===== src/rtl/mdio_pkg.sv =====
// Shared constants, frame layout and FSM encoding for the MDIO management arbiter.
package mdio_pkg;

    localparam int unsigned FRAME_W = 32;
    localparam int unsigned PHY_W   = 5;
    localparam int unsigned REG_W   = 5;
    localparam int unsigned DATA_W  = 16;

    localparam logic [1:0] ST_CODE  = 2'b01;
    localparam logic [1:0] OP_WRITE = 2'b01;
    localparam logic [1:0] OP_READ  = 2'b10;
    localparam logic [1:0] TA_WRITE = 2'b10;
    localparam logic [1:0] TA_READ  = 2'b00;

    localparam int unsigned ST_LSB   = 30;
    localparam int unsigned OP_LSB   = 28;
    localparam int unsigned PHY_LSB  = 23;
    localparam int unsigned REG_LSB  = 18;
    localparam int unsigned TA_LSB   = 16;
    localparam int unsigned DATA_LSB = 0;

    // Field order mirrors the bit positions above, MSB first.
    typedef struct packed {
        logic [1:0]        st;
        logic [1:0]        op;
        logic [PHY_W-1:0]  phy;
        logic [REG_W-1:0]  regad;
        logic [1:0]        ta;
        logic [DATA_W-1:0] data;
    } mdio_frame_t;

    typedef enum logic [1:0] {
        ST_IDLE = 2'd0,
        ST_WAIT = 2'd1,
        ST_RESP = 2'd2
    } state_e;

    function automatic mdio_frame_t build_frame(
        input logic              rw,
        input logic [PHY_W-1:0]  phy,
        input logic [REG_W-1:0]  regad,
        input logic [DATA_W-1:0] wdata
    );
        mdio_frame_t f;
        f.st    = ST_CODE;
        f.op    = rw ? OP_WRITE : OP_READ;
        f.phy   = phy;
        f.regad = regad;
        f.ta    = rw ? TA_WRITE : TA_READ;
        f.data  = rw ? wdata : DATA_W'(0);
        return f;
    endfunction

endpackage


===== src/rtl/mdio_rr_arbiter.sv =====
// Two-way round-robin grant: on contention the requester not granted last wins.
module mdio_rr_arbiter (
    input  logic       req_a_i,
    input  logic       req_b_i,
    input  logic       last_b_i,
    output logic [1:0] gnt_o,
    output logic       valid_o
);

    assign gnt_o[0] = req_a_i & (~req_b_i | last_b_i);
    assign gnt_o[1] = req_b_i & (~req_a_i | ~last_b_i);
    assign valid_o  = req_a_i | req_b_i;

endmodule


===== src/rtl/mdio_arbiter.sv =====
// Two-host Clause-22 MDIO arbiter: grants round-robin, builds the frame,
// strobes the generator and returns ACK/ERR/RDATA with a completion timeout.
module mdio_arbiter
    import mdio_pkg::*;
#(
    parameter int unsigned TIMEOUT = 80
) (
    input  logic               clk,
    input  logic               rst_n,
    input  logic               req_a_i,
    input  logic               req_b_i,
    input  logic               rw_a_i,
    input  logic               rw_b_i,
    input  logic [PHY_W-1:0]   phy_a_i,
    input  logic [PHY_W-1:0]   phy_b_i,
    input  logic [REG_W-1:0]   reg_a_i,
    input  logic [REG_W-1:0]   reg_b_i,
    input  logic [DATA_W-1:0]  wdata_a_i,
    input  logic [DATA_W-1:0]  wdata_b_i,
    output logic               ack_a_o,
    output logic               ack_b_o,
    output logic               err_o,
    output logic [DATA_W-1:0]  rdata_o,
    output logic               busy_o,
    output logic [FRAME_W-1:0] t_data_o,
    output logic               mdio_start_o,
    input  logic               mdio_done_i,
    input  logic [DATA_W-1:0]  rd_data_i
);

    localparam int unsigned CNT_W = $clog2(TIMEOUT + 1);
    localparam logic [CNT_W-1:0] CNT_MAX  = {CNT_W{1'b1}};
    localparam logic [CNT_W-1:0] CNT_LAST = CNT_W'(TIMEOUT - 1);

    state_e            state_q, state_d;
    logic [CNT_W-1:0]  cnt_q, cnt_d;
    logic              last_b_q, last_b_d;
    logic              win_b_q, win_b_d;
    logic              rw_q, rw_d;
    mdio_frame_t       t_data_q, t_data_d;
    logic              start_q, start_d;
    logic              busy_q, busy_d;
    logic              ack_a_q, ack_a_d;
    logic              ack_b_q, ack_b_d;
    logic              err_q, err_d;
    logic [DATA_W-1:0] rdata_q, rdata_d;

    logic [1:0]        gnt;
    logic              gnt_valid;
    logic              sel_rw;
    logic [PHY_W-1:0]  sel_phy;
    logic [REG_W-1:0]  sel_reg;
    logic [DATA_W-1:0] sel_wdata;

    mdio_rr_arbiter u_rr (
        .req_a_i  (req_a_i),
        .req_b_i  (req_b_i),
        .last_b_i (last_b_q),
        .gnt_o    (gnt),
        .valid_o  (gnt_valid)
    );

    // Winner's request fields; only consumed on the grant edge.
    assign sel_rw    = gnt[1] ? rw_b_i    : rw_a_i;
    assign sel_phy   = gnt[1] ? phy_b_i   : phy_a_i;
    assign sel_reg   = gnt[1] ? reg_b_i   : reg_a_i;
    assign sel_wdata = gnt[1] ? wdata_b_i : wdata_a_i;

    // Next-state and registered-output logic.
    always_comb begin
        state_d  = state_q;
        cnt_d    = cnt_q;
        last_b_d = last_b_q;
        win_b_d  = win_b_q;
        rw_d     = rw_q;
        t_data_d = t_data_q;
        start_d  = 1'b0;
        busy_d   = busy_q;
        ack_a_d  = 1'b0;
        ack_b_d  = 1'b0;
        err_d    = 1'b0;
        rdata_d  = rdata_q;

        case (state_q)
            ST_IDLE: begin
                if (gnt_valid) begin
                    win_b_d  = gnt[1];
                    rw_d     = sel_rw;
                    t_data_d = build_frame(sel_rw, sel_phy, sel_reg, sel_wdata);
                    start_d  = 1'b1;
                    busy_d   = 1'b1;
                    cnt_d    = '0;
                    state_d  = ST_WAIT;
                end
            end
            ST_WAIT: begin
                if (cnt_q != CNT_MAX) begin
                    cnt_d = cnt_q + CNT_W'(1);
                end
                // Completion takes priority over a coincident timeout.
                if (mdio_done_i) begin
                    if (!rw_q) begin
                        rdata_d = rd_data_i;
                    end
                    ack_a_d = ~win_b_q;
                    ack_b_d = win_b_q;
                    state_d = ST_RESP;
                end else if (cnt_q == CNT_LAST) begin
                    ack_a_d = ~win_b_q;
                    ack_b_d = win_b_q;
                    err_d   = 1'b1;
                    rdata_d = 16'hFFFF;
                    state_d = ST_RESP;
                end
            end
            ST_RESP: begin
                busy_d   = 1'b0;
                last_b_d = win_b_q;
                state_d  = ST_IDLE;
            end
            default: begin
                state_d = ST_IDLE;
            end
        endcase
    end

    always_ff @(posedge clk or negedge rst_n) begin
        if (!rst_n) begin
            state_q  <= ST_IDLE;
            cnt_q    <= '0;
            last_b_q <= 1'b1;
            win_b_q  <= 1'b0;
            rw_q     <= 1'b0;
            t_data_q <= '0;
            start_q  <= 1'b0;
            busy_q   <= 1'b0;
            ack_a_q  <= 1'b0;
            ack_b_q  <= 1'b0;
            err_q    <= 1'b0;
            rdata_q  <= '0;
        end else begin
            state_q  <= state_d;
            cnt_q    <= cnt_d;
            last_b_q <= last_b_d;
            win_b_q  <= win_b_d;
            rw_q     <= rw_d;
            t_data_q <= t_data_d;
            start_q  <= start_d;
            busy_q   <= busy_d;
            ack_a_q  <= ack_a_d;
            ack_b_q  <= ack_b_d;
            err_q    <= err_d;
            rdata_q  <= rdata_d;
        end
    end

    assign ack_a_o      = ack_a_q;
    assign ack_b_o      = ack_b_q;
    assign err_o        = err_q;
    assign rdata_o      = rdata_q;
    assign busy_o       = busy_q;
    assign t_data_o     = t_data_q;
    assign mdio_start_o = start_q;

endmodule


===== config.mk =====
export PLATFORM = sky130hd
export DESIGN_NAME = mdio_arbiter
export DESIGN_NICKNAME = d
export VERILOG_FILES = /design/src/rtl/mdio_pkg.sv /design/src/rtl/mdio_rr_arbiter.sv /design/src/rtl/mdio_arbiter.sv
export SDC_FILE = /design/constraint.sdc
export NUM_CORES = 1
export LEC_CHECK = 0
export CORE_MARGIN = 10
export CORE_UTILIZATION = 43
export CTS_BUF_LIST = sky130_fd_sc_hd__clkbuf_8
export CTS_CLUSTER_SIZE = 10
export DETAILED_ROUTE_END_ITERATION = 8
export HOLD_SLACK_MARGIN = 0.03
export PLACE_DENSITY = 0.81
export REMOVE_ABC_BUFFERS = 1
export SYNTH_ARGS = -nofsm -noshare
export SYNTH_HDL_FRONTEND = slang
export SYNTH_SLANG_ARGS = --single-unit

===== constraint.sdc =====
create_clock -name clk -period 2.25 [get_ports clk]
set_input_delay 0.45 -clock clk [delete_from_list [all_inputs] [get_ports clk]]
set_output_delay 0.45 -clock clk [all_outputs]
set_load 0.05 [all_outputs]

==> results.txt, run 1 <==
ys async rst share = 100%
crit end category = output pin
final setup vio count = 0
commonest non-fill, non-tap cells in the layout = clkdlybuf4s50_1, dfrtp_1, nand2_1
Clock Latency Late Sink = 0.33 ns
number of synthesis warnings = 0
critical path depth in cells = 1
Non-Filler Instances = 487
r2r worst-path depth = 6
Adder-Cell Fraction of Synth Area = 0.442%
Detail Route Antenna Nets = 0
drt drc = 0
initial antenna violation count = 0
outcome = complete, no violations
most common cell after layout, fill and taps aside = clkdlybuf4s50_1
Netlist Area Pre-Place = 2830 um^2
CP top delay family = buffers and inverters
Static Leak = 0.00188 uW
RSZ-0062 raised after global routing = false
#FFs+latches synth = 61
Num CTS Buffers = 9
CTS tree = built
Die Wd = 101 um
global-route wire length before repair = 13500 um
Slowest-stage cell, CP = clkdlybuf4s50_1
Setup Skew = 0.00771 ns
footprint of the multi-input gates = 1160 um^2
Area Growth Syn to Fin = 53.6%
CP Buf/Inv Count = 1
Crit Path Category = flip-flop to output pin
clock sink count = 61
CP required = 1.80 ns
die span in y = 101 um
Pwr Density = 1520 nW/um^2
Max-cap violations = 0
synthesized instance count = 281
compound-gate portion of the synthesized area = 23.0%
ANT cells = 0
Die ar. = 10200 um^2
hpwl dp = 6470 um
worst-path cell chain = clkdlybuf4s50_1
hold slack = 0.167 ns
wire per inst = 17.3 um
share of layout cells above drive strength 1 = 9.76%
Slew Limit Fails = 0
Post-CTS Setup Repair Bufs = 0
post-synthesis xor/xnor area fraction = 0%
Data arrival, critical path = 1.63 ns
CP Launch Type = flip-flop
mux cell area share after synthesis = 0.796%
GRT Overall Usage = 16.3%
Slew headroom = 53.4%
dpl cells = 471
Placeable Area = 6390 um^2
routability cong. = 0.832
DR vias/cell = 5.28
Clock Pin Slew Worst Setup and Hold Paths = 0.06 ns
Worst-Margin Slew = 0.699 ns
largest family of logic cells by synthesized area = compound AO/OA/AOI/OAI gates
clk buf depth = 2
largest net degree at the start of global routing = 33
EDFF count, synth = 0
Fmax achieved = 482 MHz
mean post-synth cell area = 10.1 um^2
Cell variety after synth = 41
Vias = 2573
Tot Pwr = 6610 uW
post_cts resized = 0
hold bufs inserted after CTS = 0
io pins = 128
number of port buffers = 125
Row Count = 29
sequential element share of the synthesized area = 54.0%
CP peak stage delay = 0.85 ns
Tmin final = 2.08 ns
Fin. Hold Viols = 0
total grt overflow = 0
Post-Route WL = 8430 um
DRT Pass-1 Iters = 4
CP Max Fanout = 6
most used flip-flop cell after synthesis = dfrtp_1
Fillers = 506
H-tree depth = 3
Post-Synth Simple-Gate Area = 16.4%
number of global-route vias before repair = 2678
worst min path class = input pin to asynchronous set/reset pin
initial drt markers = 77
Final period util = 92.3%
Seq. cell area = 1530 um^2
VDD IR max = 1.25 mV
Initial Utilization = 44.3%
clk root buf = clkbuf_8
final net count = 481
## cell type report
cell class / count / share of cell area [%]
inverters: 4 / 0.345
repair buffers: 134 / 30.8
multi-input cells: 195 / 26.7
well taps: 77 / 2.22
clock inverters: 4 / 0.950
clock buffers: 12 / 3.80
flip-flops and latches: 61 / 35.1
## cells in the mapped netlist (5+ instances only)
library cell,number,area (um^2)
dfrtp_1,60,1500
o22ai_1,13,81.3
clkbuf_1,11,41.3
a31oi_1,11,68.8
a21oi_1,21,105
nor2_1,11,41.3
o21ai_0,21,105
buf_4,6,45.0
a2bb2oi_2,9,135
nand2_1,47,176
and3_1,18,113
a2bb2oi_1,7,61.3
nand3_1,5,25.0
## sequential cells by signal (all words and copies together), names as in the netlist
register      count
ack_a_o           1
ack_b_o           1
busy_o            1
cnt_q             7
err_o             1
last_b_q          1
mdio_start_o      1
rdata_o          16
state_q           2
t_data_o         29
win_b_q           1
## path summary, 6_finish.rpt
kind / endpoint / slack [ns] / startpoint
max in group asynchronous: cnt_q[3] / 1.47 / rst_n
worst min register to register: t_data_o[4] / 0.48 / t_data_o[4]
worst max register to register: rdata_o[1] / 0.43 / cnt_q[0]
worst min-delay path: rdata_o[15] / 0.17 / rst_n
worst max-delay path: t_data_o[28] / 0.17 / t_data_o[28]
min in group clk: t_data_o[4] / 0.48 / t_data_o[4]
## kinds of logic after synthesis
kind of cell,count (synthesis)
AO/OA/AOI/OAI,95
adder cells (fa/ha/maj),1
buffers and inverters,26
flip-flops,61
multiplexers,2
other,1
AND/OR/NAND/NOR,95
## routing by layer
metal	up-vias	GRT usage, %	wire [um]
met1	1216	18.5	3310
met3	14	5.90	725
met5	-	0	0
li1	1251	-	-
met4	0	7.07	137
met2	92	26.9	4260
## metrics by stage
stage | setup WS, ns | setup TNS [ns] | instance area, um^2 | util, %
after floorplan | -0.0110 | -0.0985 | 2700 | -
after global placement | 0.388 | 0 | 4140 | 64.8
after CTS | 0.148 | 0 | 4350 | 68.1
final | 0.174 | 0 | 4350 | 68.1
after detailed placement | 0.299 | 0 | 4140 | 64.8
after global routing | 0.105 | 0 | 4350 | 68.1
## power breakdown
| group | internal (uW) | switching, uW |
|---|---|---|
| combinational | 1360 | 2360 |
| clock | 591 | 393 |
| sequential | 1570 | 347 |
No activity file was read; power rests on OpenSTA's default activity.
==> run 2, diff against run 1 <==
- SETUP_SLACK_MARGIN: default -> 0.02
==> results of run 2 <==
No change in the layout: final DEF, timing and power equal those of run 1.
